[src/rtl/scpad_types_pkg.sv]
// Shared scratchpad request types plus the arbiter state/source-id constants
// used by scpad_req_arbiter and the response demux.
package scpad_types_pkg;

  typedef struct packed {
    logic        valid;
    logic [3:0]  int_id;
    logic [15:0] addr;
  } sram_r_req_t;

  typedef struct packed {
    logic        valid;
    logic [3:0]  int_id;
    logic [15:0] addr;
    logic [31:0] data;
  } sram_w_req_t;

  localparam int SCPAD_ARB_STARVE_LIMIT_DEFAULT = 8;

  typedef enum logic {
    FE_PRIO  = 1'b0,
    BE_BOOST = 1'b1
  } arb_state_e;

  // int_id[1] source tag, decoded by the response demux
  localparam logic INT_ID_SRC_FE = 1'b0;
  localparam logic INT_ID_SRC_BE = 1'b1;

endpackage

[src/rtl/scpad_arb_lane.sv]
// One arbitration lane: frontend-priority grant with bounded backend starvation,
// feeding a one-entry registered output stage. Payload type is a parameter.
module scpad_arb_lane
  import scpad_types_pkg::*;
#(
  parameter type req_t        = sram_r_req_t,
  parameter int  STARVE_LIMIT = SCPAD_ARB_STARVE_LIMIT_DEFAULT,
  parameter int  CNT_W        = $clog2(STARVE_LIMIT + 1)
) (
  input  logic clk,
  input  logic n_rst,
  input  req_t fe_req,
  output logic fe_ready,
  input  req_t be_req,
  output logic be_ready,
  output req_t out_req,
  input  logic out_ready,
  output logic boost,
  output logic fe_grant,
  output logic be_grant,
  output logic boost_evt
);

  localparam logic [CNT_W-1:0] LIMIT = CNT_W'(STARVE_LIMIT);

  arb_state_e       state;
  logic [CNT_W-1:0] cnt;
  logic [CNT_W-1:0] cnt_inc;
  logic             slot_free;

  assign slot_free = !out_req.valid || out_ready;
  assign cnt_inc   = (cnt == LIMIT) ? cnt : cnt + CNT_W'(1);

  // Grants are gated by n_rst so ready stays low while reset is held.
  always_comb begin
    fe_grant = 1'b0;
    be_grant = 1'b0;
    if (n_rst && slot_free) begin
      if (state == BE_BOOST) begin
        be_grant = be_req.valid;
        fe_grant = fe_req.valid && !be_req.valid;
      end else begin
        fe_grant = fe_req.valid;
        be_grant = be_req.valid && !fe_req.valid;
      end
    end
  end

  assign fe_ready  = fe_grant;
  assign be_ready  = be_grant;
  assign boost     = (state == BE_BOOST);
  assign boost_evt = (state == FE_PRIO) && be_req.valid && !be_grant && (cnt_inc == LIMIT);

  always_ff @(posedge clk or negedge n_rst) begin
    if (!n_rst) begin
      state   <= FE_PRIO;
      cnt     <= '0;
      out_req <= '0;
    end else begin
      case (state)
        FE_PRIO: begin
          // Refused cycles count even while the output slot is blocked.
          if (be_grant) begin
            cnt <= '0;
          end else if (be_req.valid) begin
            cnt <= cnt_inc;
            if (cnt_inc == LIMIT) state <= BE_BOOST;
          end
        end
        BE_BOOST: begin
          if (be_grant || !be_req.valid) begin
            cnt   <= '0;
            state <= FE_PRIO;
          end
        end
      endcase

      if (fe_grant) begin
        out_req           <= fe_req;
        out_req.int_id[1] <= INT_ID_SRC_FE;
      end else if (be_grant) begin
        out_req           <= be_req;
        out_req.int_id[1] <= INT_ID_SRC_BE;
      end else if (out_ready) begin
        out_req.valid <= 1'b0;
      end
    end
  end

endmodule

[src/rtl/scpad_req_arbiter.sv]
// Read/write request arbiter between frontend/backend and sram_cntrl.
// Optional perf counters: define SCPAD_ARB_PERF_EN.
module scpad_req_arbiter
  import scpad_types_pkg::*;
#(
  parameter int STARVE_LIMIT = SCPAD_ARB_STARVE_LIMIT_DEFAULT,
  parameter int CNT_W        = $clog2(STARVE_LIMIT + 1)
) (
  input  logic        clk,
  input  logic        n_rst,
  input  sram_r_req_t fe_rd_req,
  output logic        fe_rd_ready,
  input  sram_r_req_t be_rd_req,
  output logic        be_rd_ready,
  input  sram_w_req_t fe_wr_req,
  output logic        fe_wr_ready,
  input  sram_w_req_t be_wr_req,
  output logic        be_wr_ready,
  output sram_r_req_t sram_rd_req,
  input  logic        sram_rd_ready,
  output sram_w_req_t sram_wr_req,
  input  logic        sram_wr_ready,
  output logic        rd_boost,
  output logic        wr_boost
`ifdef SCPAD_ARB_PERF_EN
  ,
  output logic [31:0] rd_fe_grants,
  output logic [31:0] rd_be_grants,
  output logic [31:0] rd_boost_events,
  output logic [31:0] wr_fe_grants,
  output logic [31:0] wr_be_grants,
  output logic [31:0] wr_boost_events
`endif
);

  logic rd_fe_grant, rd_be_grant, rd_boost_evt;
  logic wr_fe_grant, wr_be_grant, wr_boost_evt;

  scpad_arb_lane #(.req_t(sram_r_req_t), .STARVE_LIMIT(STARVE_LIMIT), .CNT_W(CNT_W)) u_rd_lane (
    .clk       (clk),
    .n_rst     (n_rst),
    .fe_req    (fe_rd_req),
    .fe_ready  (fe_rd_ready),
    .be_req    (be_rd_req),
    .be_ready  (be_rd_ready),
    .out_req   (sram_rd_req),
    .out_ready (sram_rd_ready),
    .boost     (rd_boost),
    .fe_grant  (rd_fe_grant),
    .be_grant  (rd_be_grant),
    .boost_evt (rd_boost_evt)
  );

  scpad_arb_lane #(.req_t(sram_w_req_t), .STARVE_LIMIT(STARVE_LIMIT), .CNT_W(CNT_W)) u_wr_lane (
    .clk       (clk),
    .n_rst     (n_rst),
    .fe_req    (fe_wr_req),
    .fe_ready  (fe_wr_ready),
    .be_req    (be_wr_req),
    .be_ready  (be_wr_ready),
    .out_req   (sram_wr_req),
    .out_ready (sram_wr_ready),
    .boost     (wr_boost),
    .fe_grant  (wr_fe_grant),
    .be_grant  (wr_be_grant),
    .boost_evt (wr_boost_evt)
  );

`ifdef SCPAD_ARB_PERF_EN
  // [lane][event]: lane 0 = read, 1 = write; event 0 = fe, 1 = be, 2 = boost
  logic [1:0][2:0]       evt;
  logic [1:0][2:0][31:0] perf;

  assign evt[0] = {rd_boost_evt, rd_be_grant, rd_fe_grant};
  assign evt[1] = {wr_boost_evt, wr_be_grant, wr_fe_grant};

  always_ff @(posedge clk or negedge n_rst) begin
    if (!n_rst) begin
      perf <= '0;
    end else begin
      for (int l = 0; l < 2; l++)
        for (int k = 0; k < 3; k++)
          if (evt[l][k] && (perf[l][k] != '1)) perf[l][k] <= perf[l][k] + 32'd1;
    end
  end

  assign rd_fe_grants    = perf[0][0];
  assign rd_be_grants    = perf[0][1];
  assign rd_boost_events = perf[0][2];
  assign wr_fe_grants    = perf[1][0];
  assign wr_be_grants    = perf[1][1];
  assign wr_boost_events = perf[1][2];
`else
  logic unused_perf;
  assign unused_perf = ^{rd_fe_grant, rd_be_grant, rd_boost_evt,
                         wr_fe_grant, wr_be_grant, wr_boost_evt};
`endif

endmodule
[config.mk]
export PLATFORM = sky130hd
export DESIGN_NAME = scpad_req_arbiter
export DESIGN_NICKNAME = d
export VERILOG_FILES = /design/src/rtl/scpad_types_pkg.sv /design/src/rtl/scpad_arb_lane.sv /design/src/rtl/scpad_req_arbiter.sv
export SDC_FILE = /design/constraint.sdc
export NUM_CORES = 1
export LEC_CHECK = 0
export ABC_CLOCK_PERIOD_IN_PS = 1350
export CORE_MARGIN = 4
export CORE_UTILIZATION = 35
export CTS_CLUSTER_DIAMETER = 200
export DETAILED_ROUTE_END_ITERATION = 8
export PLACE_DENSITY = 0.77
export SYNTH_ARGS = -nofsm -noshare
export SYNTH_HDL_FRONTEND = slang
export SYNTH_HIERARCHICAL = 1
export SYNTH_SLANG_ARGS = --single-unit
[constraint.sdc]
create_clock -name clk -period 1.35 [get_ports clk]
set_input_delay 0.27 -clock clk [delete_from_list [all_inputs] [get_ports clk]]
set_output_delay 0.27 -clock clk [all_outputs]
set_load 0.1 [all_outputs]
### Word-level counts from Yosys, hierarchy flattened

Cells that the tools add are included.

* bits in registers: 84
* bits of input ports: 152
* output and inout bits: 80
* logic and storage cells: 81

* add/subtract/negate cells: 2
* eq/ne operators: 8
* multiplexer cells: 36
* bitwise logic cells: 2
* reduce and logical (&&, ||, !) cells: 22

Operators with widths (count)
* 2-to-1 mux 53 bit: 1
* 2-to-1 mux 52 bit: 1
* 2-to-1 mux 4 bit: 8
* 2-to-1 mux 21 bit: 1
* 2-to-1 mux 1 bit: 20
* 2-to-1 mux 20 bit: 1
* == test 4 bit, second input constant: 4
* case mux 4 bit (2 select lines): 2
* adder 4 x 1 -> 4 bit, second input constant: 2
* logical AND 1 bit: 6
* logical NOT 1 bit: 6
* != test 3 x 2 -> 1 bit, second input constant: 2
* nonzero test 3 bit: 2
* logical OR 1 bit: 4
* != test 2 bit, second input constant: 2
* case mux 1 bit (2 select lines): 2
* AND reduction 2 bit: 2
* nonzero test 2 bit: 2
* inverter 1 bit: 2

### Depth between registers and ports, before layout

Gate-level depths: netlist of the first run.

* word-level depth: 7
* mapped depth: 6
* depth with buffers taken out: 6

### Cells and area by module

The synthesis of the first run kept the hierarchy.

By module, submodules not included
* scpad_arb_lane (u_wr_lane): times used 1, cells an instance 271, area an instance 2866.5 sq um, seq. area each 1451.4 sq um
* scpad_arb_lane (u_rd_lane): times used 1, cells an instance 149, area an instance 1288.7 sq um, seq. area each 650.6 sq um

### Worst setup path before layout of the first run

Ideal clock, no wire load.

* path kind: reg2out
* start point: register u_wr_lane.state, in the netlist u_wr_lane/boost
* end point: output fe_wr_ready
* data arrival time: 1.840 ns
* data required time: 1.080 ns
* path slack: -0.760 ns
* stages on the path, launching flop included: 7
* buffers on the path: 3
* path through: dfrtp_1 > nand2_1 > nand4_1 > buf_6 > buf_12 > inv_1 > buf_4

* longest elaborated chain between the ends: 2

RTL lines
* from (decl): line scpad_arb_lane.sv:26 `arb_state_e state;`
* from (signal assigned): line scpad_arb_lane.sv:56 `state <= FE_PRIO;`
* from (signal assigned): line scpad_arb_lane.sv:67 `if (cnt_inc == LIMIT) state <= BE_BOOST;`
* from (signal assigned): line scpad_arb_lane.sv:73 `state <= FE_PRIO;`
* 2-to-1 mux 1 bit: line scpad_arb_lane.sv:39 `if (state == BE_BOOST) begin`
* 2-to-1 mux 1 bit: line scpad_arb_lane.sv:38 `if (n_rst && slot_free) begin`
* to (decl): line scpad_req_arbiter.sv:16 `output logic fe_wr_ready,`

No other way between the ends.

### Worst setup path in the final report of the first run

* start point: register u_wr_lane/out_req[52] in the netlist's numbering
* end point: output fe_wr_ready

* longest elaborated chain between the ends: 4

RTL lines
* from (decl): line scpad_arb_lane.sv:16 `output req_t out_req,`
* from (signal assigned): line scpad_arb_lane.sv:79 `out_req <= fe_req;`
* from (signal assigned): line scpad_arb_lane.sv:82 `out_req <= be_req;`
* logical NOT 1 bit: line scpad_arb_lane.sv:31 `assign slot_free = !out_req.valid || out_ready;`
* logical OR 1 bit: line scpad_arb_lane.sv:31
* logical AND 1 bit: line scpad_arb_lane.sv:38
* 2-to-1 mux 1 bit: line scpad_arb_lane.sv:38

No other way between the ends.

==> metrics.txt, run 1 <==
# TYPE chip_impl_metric gauge
chip_impl_metric{name="cts.path.max_buffers",unit=""} 2
chip_impl_metric{name="clk_latency_worst_skew_pair",unit="ps"} 340
chip_impl_metric{name="final.hold.worst_slack",unit="ps"} 158
chip_impl_metric{name="number_of_i_o_pins",unit=""} 232
chip_impl_metric{name="syn-cell-area",unit="sq um"} 4140
chip_impl_metric{name="drt-vias-per-instance",unit=""} 5.25
chip_impl_metric{name="portBuffers",unit=""} 227
chip_impl_metric{name="cts.htree.levels",unit=""} 3
chip_impl_metric{name="power.density",unit="nW/um^2"} 1560
chip_impl_metric{name="routabilityCongestion",unit=""} 0.801
chip_impl_info{name="setup.worst_path.end_class",value="primary output"} 1
chip_impl_info{name="reg2reg_from",value="u_wr_lane/out_req[52]"} 1
chip_impl_metric{name="finalClockSkew",unit="ps"} 11.7
chip_impl_metric{name="hpwl_reported_at_the_end_of_detailed_placement",unit="microns"} 10900
chip_impl_metric{name="cts_inserted_buffers",unit=""} 9
chip_impl_metric{name="remaining_drc_errors",unit=""} 0
chip_impl_metric{name="clk_pin_slew_worst_paths",unit="ps"} 70
chip_impl_metric{name="placedCellCount",unit=""} 811
chip_impl_metric{name="area_growth_syn_to_layout",unit="%"} 119
chip_impl_metric{name="nFillCells",unit=""} 617
chip_impl_metric{name="via_count",unit=""} 4543
chip_impl_metric{name="first_iter_violations",unit=""} 251
chip_impl_metric{name="post_route_cells_drive_above_1_share",unit="%"} 40.0
chip_impl_metric{name="wl_per_cell",unit="microns"} 21.5
chip_impl_metric{name="seqCellArea",unit="sq um"} 2120
chip_impl_metric{name="avgSynthCellArea",unit="sq um"} 9.91
chip_impl_metric{name="grt_start_max_net_pins",unit=""} 73
chip_impl_metric{name="netlist_instances",unit=""} 418
chip_impl_metric{name="final_max_tran_viols",unit=""} 0
chip_impl_metric{name="place_area",unit="sq um"} 7720
chip_impl_metric{name="global_route.usage.total",unit="%"} 23.9
chip_impl_metric{name="synth_warnings",unit=""} 6
chip_impl_metric{name="floorplan.initialDensity",unit="%"} 36.0
chip_impl_metric{name="final_period_minus_worst_setup_slack",unit="ps"} 1760
chip_impl_metric{name="core_occupancy_in_the_finished_layout",unit="%"} 78.8
chip_impl_metric{name="drt-pass1-iter-count",unit=""} 4
chip_impl_metric{name="grt_pass1_vias",unit=""} 4925
chip_impl_info{name="hold_path_class",value="in -> async"} 1
chip_impl_metric{name="coreArea",unit="sq um"} 11500
chip_impl_metric{name="report.power.total",unit="mW"} 14.2
chip_impl_metric{name="tightest_pin_transition",unit="ps"} 949
chip_impl_metric{name="finish.cell_count_without_fillers",unit=""} 865
chip_impl_metric{name="worstRegToRegCells",unit=""} 7
chip_impl_metric{name="multi_input_comb_area",unit="sq um"} 2320
chip_impl_info{name="timing.setup.critical_path_class",value="reg -> out"} 1
chip_impl_metric{name="row_count",unit=""} 39
chip_impl_metric{name="grt_pass1_wl",unit="microns"} 25200
chip_impl_metric{name="timing.final.ws_setup",unit="ps"} -413
chip_impl_info{name="timing.critical_path.from_type",value="flop"} 1
chip_impl_info{name="critical_path.reg2reg.endpoint",value="u_wr_lane/out_req[28]"} 1
chip_impl_metric{name="routed_wirelength",unit="microns"} 18600
chip_impl_metric{name="post-route-period-util",unit="%"} 131
chip_impl_metric{name="fmax",unit="MHz"} 567
chip_impl_metric{name="final_hold_fails",unit=""} 0
chip_impl_metric{name="slew_headroom",unit="%"} 36.8
chip_impl_info{name="rsz0062_at_grt",value="true"} 1
chip_impl_info{name="tritoncts",value="built"} 1
chip_impl_metric{name="crit_path_max_fanout",unit=""} 4
chip_impl_metric{name="final_design_area_no_fill",unit="sq um"} 9070
chip_impl_metric{name="worst_ir_drop_vdd",unit="V"} 0.000908
chip_impl_metric{name="die_h",unit="microns"} 117
chip_impl_info{name="violations_in_the_final_reports",value="negative setup slack"} 1
chip_impl_metric{name="setup.reg_to_reg.worst_slack",unit="ps"} -320
chip_impl_metric{name="postRouteAntennaNets",unit=""} 0
chip_impl_metric{name="finish.net_count",unit=""} 873
chip_impl_info{name="run_status",value="complete, but fails checks"} 1
chip_impl_metric{name="global_route.overflow_total",unit=""} 0
chip_impl_metric{name="synth_fp_nets",unit=""} 574
chip_impl_metric{name="timing.critical_path.required",unit="ps"} 1080
chip_impl_info{name="clockRootBuffer",value="clkbuf_16"} 1
chip_impl_metric{name="drv.max_cap_violation_count",unit=""} 0
chip_impl_metric{name="arrival",unit="ps"} 1490
chip_impl_metric{name="report.final.setup_viol",unit=""} 90
chip_impl_metric{name="clkSinkCount",unit=""} 84
chip_impl_metric{name="antenna_found_initial",unit=""} 0
chip_impl_metric{name="die_area",unit="sq um"} 13600
chip_impl_metric{name="p_leak",unit="nW"} 4.16
chip_impl_metric{name="num_antenna_cells",unit=""} 0
chip_impl_metric{name="floorplan.die.width",unit="microns"} 117
[flip-flops by register name, indices dropped and copies added (netlist names)]
name,cells
u_wr_lane/boost,1
u_rd_lane/boost,1
u_wr_lane/cnt,4
u_wr_lane/out_req,53
u_rd_lane/cnt,4
u_rd_lane/out_req,21
[cell usage in the layout (no fill, tap or decap), types with 3 or more instances in the layout]
| cell type | count |
|---|---|
| buf_6 | 23 |
| a21oi_1 | 4 |
| a21oi_2 | 28 |
| o21ai_1 | 52 |
| mux2i_2 | 9 |
| nand3_1 | 3 |
| nand2_1 | 56 |
| a22o_1 | 3 |
| a21oi_4 | 10 |
| nand3_2 | 3 |
| clkdlybuf4s50_1 | 146 |
| dfrtp_4 | 4 |
| mux2i_1 | 42 |
| nand2_2 | 4 |
| dfrtp_1 | 80 |
| inv_2 | 6 |
| clkbuf_16 | 10 |
| clkinv_2 | 3 |
| inv_1 | 4 |
| buf_8 | 5 |
| buf_12 | 89 |
| nand4_1 | 3 |
| nand2_4 | 14 |
| buf_16 | 7 |
| buf_4 | 43 |
| nor2_1 | 22 |
| nand2b_4 | 4 |
[power breakdown]
part	total (mW)	internal [mW]	switching, mW
Combinational	8.16	3.32	4.84
Sequential	3.73	3.04	0.686
Clock	2.30	1.24	1.06
Total	14.2	7.60	6.58
[worst max path at each step]
stage | from | end | slack [ps] | cells past startpoint
final | u_wr_lane/out_req[52] | fe_wr_ready | -410 | 5
after floorplan | u_wr_lane/out_req[52] | fe_wr_ready | -290 | 6
after detailed placement | sram_wr_ready | u_wr_lane/out_req[28] | -460 | 7
after global routing | u_wr_lane/out_req[52] | fe_wr_ready | -450 | 5
after global placement | sram_wr_ready | u_wr_lane/out_req[23] | -410 | 7
after CTS | u_wr_lane/out_req[52] | be_wr_ready | -350 | 4
[per-stage QoR]
stage,TNS [ps],worst slack (ps)
6_report,-19080,-413
5_1_grt,-22970,-449
4_1_cts,-15300,-348
3_5_place_dp,-32120,-457
3_3_place_gp,-29140,-410
2_1_floorplan,-10050,-288
[critical path, cell delays in order, from the launching register on]
cell	delay (ps)
dfrtp_4	500
nand2b_4	100
nand4_1	150
buf_6	180
inv_6	60
buf_12	160
[per-layer routing]
metal | track usage (%) | wire length (microns) | up-vias
met1 | 24.4 | 6430 | 2215
met2 | 45.8 | 10100 | 236
met3 | 6.99 | 1430 | 51
li1 | - | - | 2041
met4 | 8.79 | 581 | 0
met5 | 0 | 0 | -
[final cells by class]
type,instances,area share (%)
Timing Repair Buffer,317,45.7
Multi-Input combinational cell,294,25.5
Sequential cell,84,23.3
Clock buffer,11,2.56
Tap cell,143,1.97
Inverter,11,0.510
Clock inverter,5,0.345
[repair_timing]
action	CTS	global route
endpoints found under the setup margin	81	91
buffers inserted	34	12
pin swaps	39	37
gates cloned	8	1
resized for setup	96	76
hold buffers	2	1
endpoints found under the hold margin	3	1
Power figures use the tool's default switching activity.
==> run 2, diff against run 1 <==
CORE_MARGIN = unset   (was 4)
==> run 2 against run 1 <==
  * The flow still finishes with violations (negative setup slack)
  * Die area decreased by 10%
  * Flip-flop and latch count unchanged
  * Routed wire length decreased by 20%
  * Critical path type unchanged
  * Largest cell class unchanged
  * Largest power group unchanged
==> metrics.txt, run 2 (synthesis gave the netlist of run 1 again) <==
# TYPE chip_impl_metric gauge
chip_impl_metric{name="worst_ir_drop_vdd",unit="V"} 0.00106
chip_impl_metric{name="floorplan.initialDensity",unit="%"} 36.1
chip_impl_info{name="tritoncts",value="built"} 1
chip_impl_metric{name="timing.final.ws_setup",unit="ps"} -386
chip_impl_info{name="cp_top_family",value="flip-flops"} 1
chip_impl_metric{name="drt-vias-per-instance",unit=""} 5.03
chip_impl_info{name="cp_slowest_cell",value="dfrtp_4"} 1
chip_impl_metric{name="global_route.overflow_total",unit=""} 0
chip_impl_metric{name="routed_wirelength",unit="microns"} 14800
chip_impl_metric{name="final_max_tran_viols",unit=""} 0
chip_impl_metric{name="final_hold_fails",unit=""} 0
chip_impl_metric{name="max_stage_delay",unit="ps"} 490
chip_impl_metric{name="cts_inserted_buffers",unit=""} 9
chip_impl_info{name="layout_common_cells",value="clkdlybuf4s50_1 (144), buf_12 (87), dfrtp_1 (80), nand2_1 (71), buf_4 (53)"} 1
chip_impl_metric{name="coreArea",unit="sq um"} 11500
chip_impl_metric{name="number_of_i_o_pins",unit=""} 232
chip_impl_metric{name="final.hold.worst_slack",unit="ps"} 12.7
chip_impl_metric{name="nFillCells",unit=""} 721
chip_impl_info{name="timing.setup.critical_path_class",value="reg -> out"} 1
chip_impl_metric{name="clk_pin_slew_worst_paths",unit="ps"} 60
chip_impl_metric{name="final_period_minus_worst_setup_slack",unit="ps"} 1740
chip_impl_metric{name="timing.critical_path.required",unit="ps"} 1080
chip_impl_metric{name="placedCellCount",unit=""} 813
chip_impl_metric{name="remaining_drc_errors",unit=""} 0
chip_impl_metric{name="global_route.usage.total",unit="%"} 23.4
chip_impl_metric{name="post-route-period-util",unit="%"} 129
chip_impl_metric{name="fmax",unit="MHz"} 576
chip_impl_metric{name="hpwl_reported_at_the_end_of_detailed_placement",unit="microns"} 10100
chip_impl_metric{name="arrival",unit="ps"} 1470
chip_impl_metric{name="power.density",unit="nW/um^2"} 1600
chip_impl_metric{name="report.power.total",unit="mW"} 13.8
chip_impl_metric{name="drt-pass1-iter-count",unit=""} 4
chip_impl_info{name="cpMostUsedCell",value="buf_12"} 1
chip_impl_info{name="setup.worst_path.end_class",value="primary output"} 1
chip_impl_metric{name="routabilityCongestion",unit=""} 0.832
chip_impl_metric{name="antenna_found_initial",unit=""} 0
chip_impl_metric{name="wl_per_cell",unit="microns"} 17.3
chip_impl_metric{name="place_area",unit="sq um"} 7770
chip_impl_metric{name="clk_latency_worst_skew_pair",unit="ps"} 340
chip_impl_metric{name="post_route_cells_drive_above_1_share",unit="%"} 32.4
chip_impl_metric{name="drv.max_cap_violation_count",unit=""} 0
chip_impl_metric{name="floorplan.die.width",unit="microns"} 111
chip_impl_metric{name="finalClockSkew",unit="ps"} 6.34
chip_impl_metric{name="fin_tns_setup",unit="ps"} -15420
chip_impl_metric{name="via_count",unit=""} 4318
chip_impl_info{name="violations_in_the_final_reports",value="negative setup slack"} 1
chip_impl_metric{name="first_iter_violations",unit=""} 209
chip_impl_metric{name="num_antenna_cells",unit=""} 0
chip_impl_metric{name="report.final.setup_viol",unit=""} 89
chip_impl_info{name="timing.critical_path.from_type",value="flop"} 1
chip_impl_info{name="rsz0062_at_grt",value="true"} 1
chip_impl_metric{name="clkSinkCount",unit=""} 84
chip_impl_info{name="biggest_register",value="u_wr_lane/out_req"} 1
chip_impl_metric{name="row_count",unit=""} 39
chip_impl_metric{name="largest_register_ff_count",unit=""} 53
chip_impl_metric{name="crit_path_max_fanout",unit=""} 3
chip_impl_metric{name="final_design_area_no_fill",unit="sq um"} 8670
chip_impl_metric{name="cts.htree.levels",unit=""} 3
chip_impl_metric{name="portBuffers",unit=""} 227
chip_impl_metric{name="p_leak",unit="nW"} 4.10
chip_impl_metric{name="die_area",unit="sq um"} 12300
chip_impl_metric{name="worst-path-buf-inv",unit=""} 3
chip_impl_metric{name="slew_headroom",unit="%"} 66.7
chip_impl_info{name="reg2reg_from",value="u_wr_lane/boost"} 1
chip_impl_metric{name="tightest_pin_transition",unit="ps"} 499
chip_impl_metric{name="die_h",unit="microns"} 111
chip_impl_info{name="layout_commonest_cell",value="clkdlybuf4s50_1"} 1
chip_impl_info{name="run_status",value="complete, but fails checks"} 1
chip_impl_info{name="clockRootBuffer",value="clkbuf_16"} 1
chip_impl_info{name="regs_by_ff_count",value="u_wr_lane/out_req: 53 flops, u_rd_lane/out_req: 21 flops"} 1
chip_impl_metric{name="grt_pass1_vias",unit=""} 4494
chip_impl_metric{name="area_growth_syn_to_layout",unit="%"} 109
chip_impl_metric{name="grt_pass1_wl",unit="microns"} 22700
chip_impl_metric{name="postRouteAntennaNets",unit=""} 0
chip_impl_metric{name="finish.cell_count_without_fillers",unit=""} 859
chip_impl_info{name="hold_path_class",value="in -> async"} 1
chip_impl_info{name="startpoint",value="u_rd_lane/out_req[20]"} 1
chip_impl_metric{name="grt_start_max_net_pins",unit=""} 39
chip_impl_metric{name="finish.net_count",unit=""} 867
chip_impl_info{name="path_cells",value="nand2b_4 -> nand4_1 -> inv_2 -> buf_12 -> buf_12"} 1
chip_impl_metric{name="cts.path.max_buffers",unit=""} 2
-- run 2: cell types whose count changed in the layout (fill, tap and decap cells not counted), moves of 3 or more --
cell      previous run  this run
mux2i_2              9         2
a21oi_4             10         0
buf_6               23        14
buf_4               43        53
nand2_4             14         1
clkinv_2             3         0
mux2i_1             42        49
a21oi_2             28        13
nand2_1             56        71
buf_8                5         1
a21oi_1              4        29
-- run 2: path summary, 6_finish.rpt --
path / end / slack [ps] / cells past startpoint
hold / removal: u_rd_lane/out_req[20] / 10 / 3
min in group clk: u_rd_lane/out_req[10] / 520 / 3
setup / recovery: be_rd_ready / -390 / 5
max in group asynchronous: u_rd_lane/boost / 610 / 4
setup reg to reg: u_wr_lane/out_req[7] / -330 / 7
hold reg to reg: u_wr_lane/out_req[28] / 540 / 2
-- run 2: area by class of cell --
class	count	area (sq um)	area share, %
clock buffers	13	250	2.89
clock inverters	3	46.3	0.534
inverters	11	46.3	0.534
multi-input cells	294	2000	23.1
flip-flops and latches	84	2120	24.4
well taps	143	179	2.06
repair buffers	311	4030	46.4
-- run 2: power by group --
| part | switching (mW) | total, mW | internal (mW) | leakage (nW) |
|---|---|---|---|---|
| clock network | 0.983 | 2.47 | 1.49 | 0.140 |
| registers | 0.592 | 3.63 | 3.04 | 1.02 |
| logic | 4.60 | 7.73 | 3.13 | 2.94 |
| total | 6.17 | 13.8 | 7.66 | 4.10 |
-- run 2: per-stage QoR --
stage	utilization (%)	setup slack (ps)
after floorplan	-	-288
after global placement	67.8	-432
after detailed placement	67.8	-488
after CTS	74.0	-382
after global routing	75.6	-439
final	75.6	-386
-- run 2: per-layer routing --
layer / track usage [%] / wire length, microns
met1: 26.6 / 5580
met2: 42.1 / 7960
met3: 5.47 / 911
met4: 9.69 / 391
met5: 0 / 0
-- run 2: tightest hold or removal path, cell delays in order --
cell   delay [ps]
buf_4         150
buf_4         130
buf_4         110
-- run 2: timing repair --
| action | in CTS | in global routing |
|---|---|---|
| setup endpoints to repair | 87 | 89 |
| gates resized for setup | 48 | 26 |
| hold buffers | 1 | 0 |
| hold endpoints to repair | 4 | 0 |
| buffers inserted | 13 | 12 |
| pin swaps | 19 | 17 |
| gates cloned | 6 | 2 |
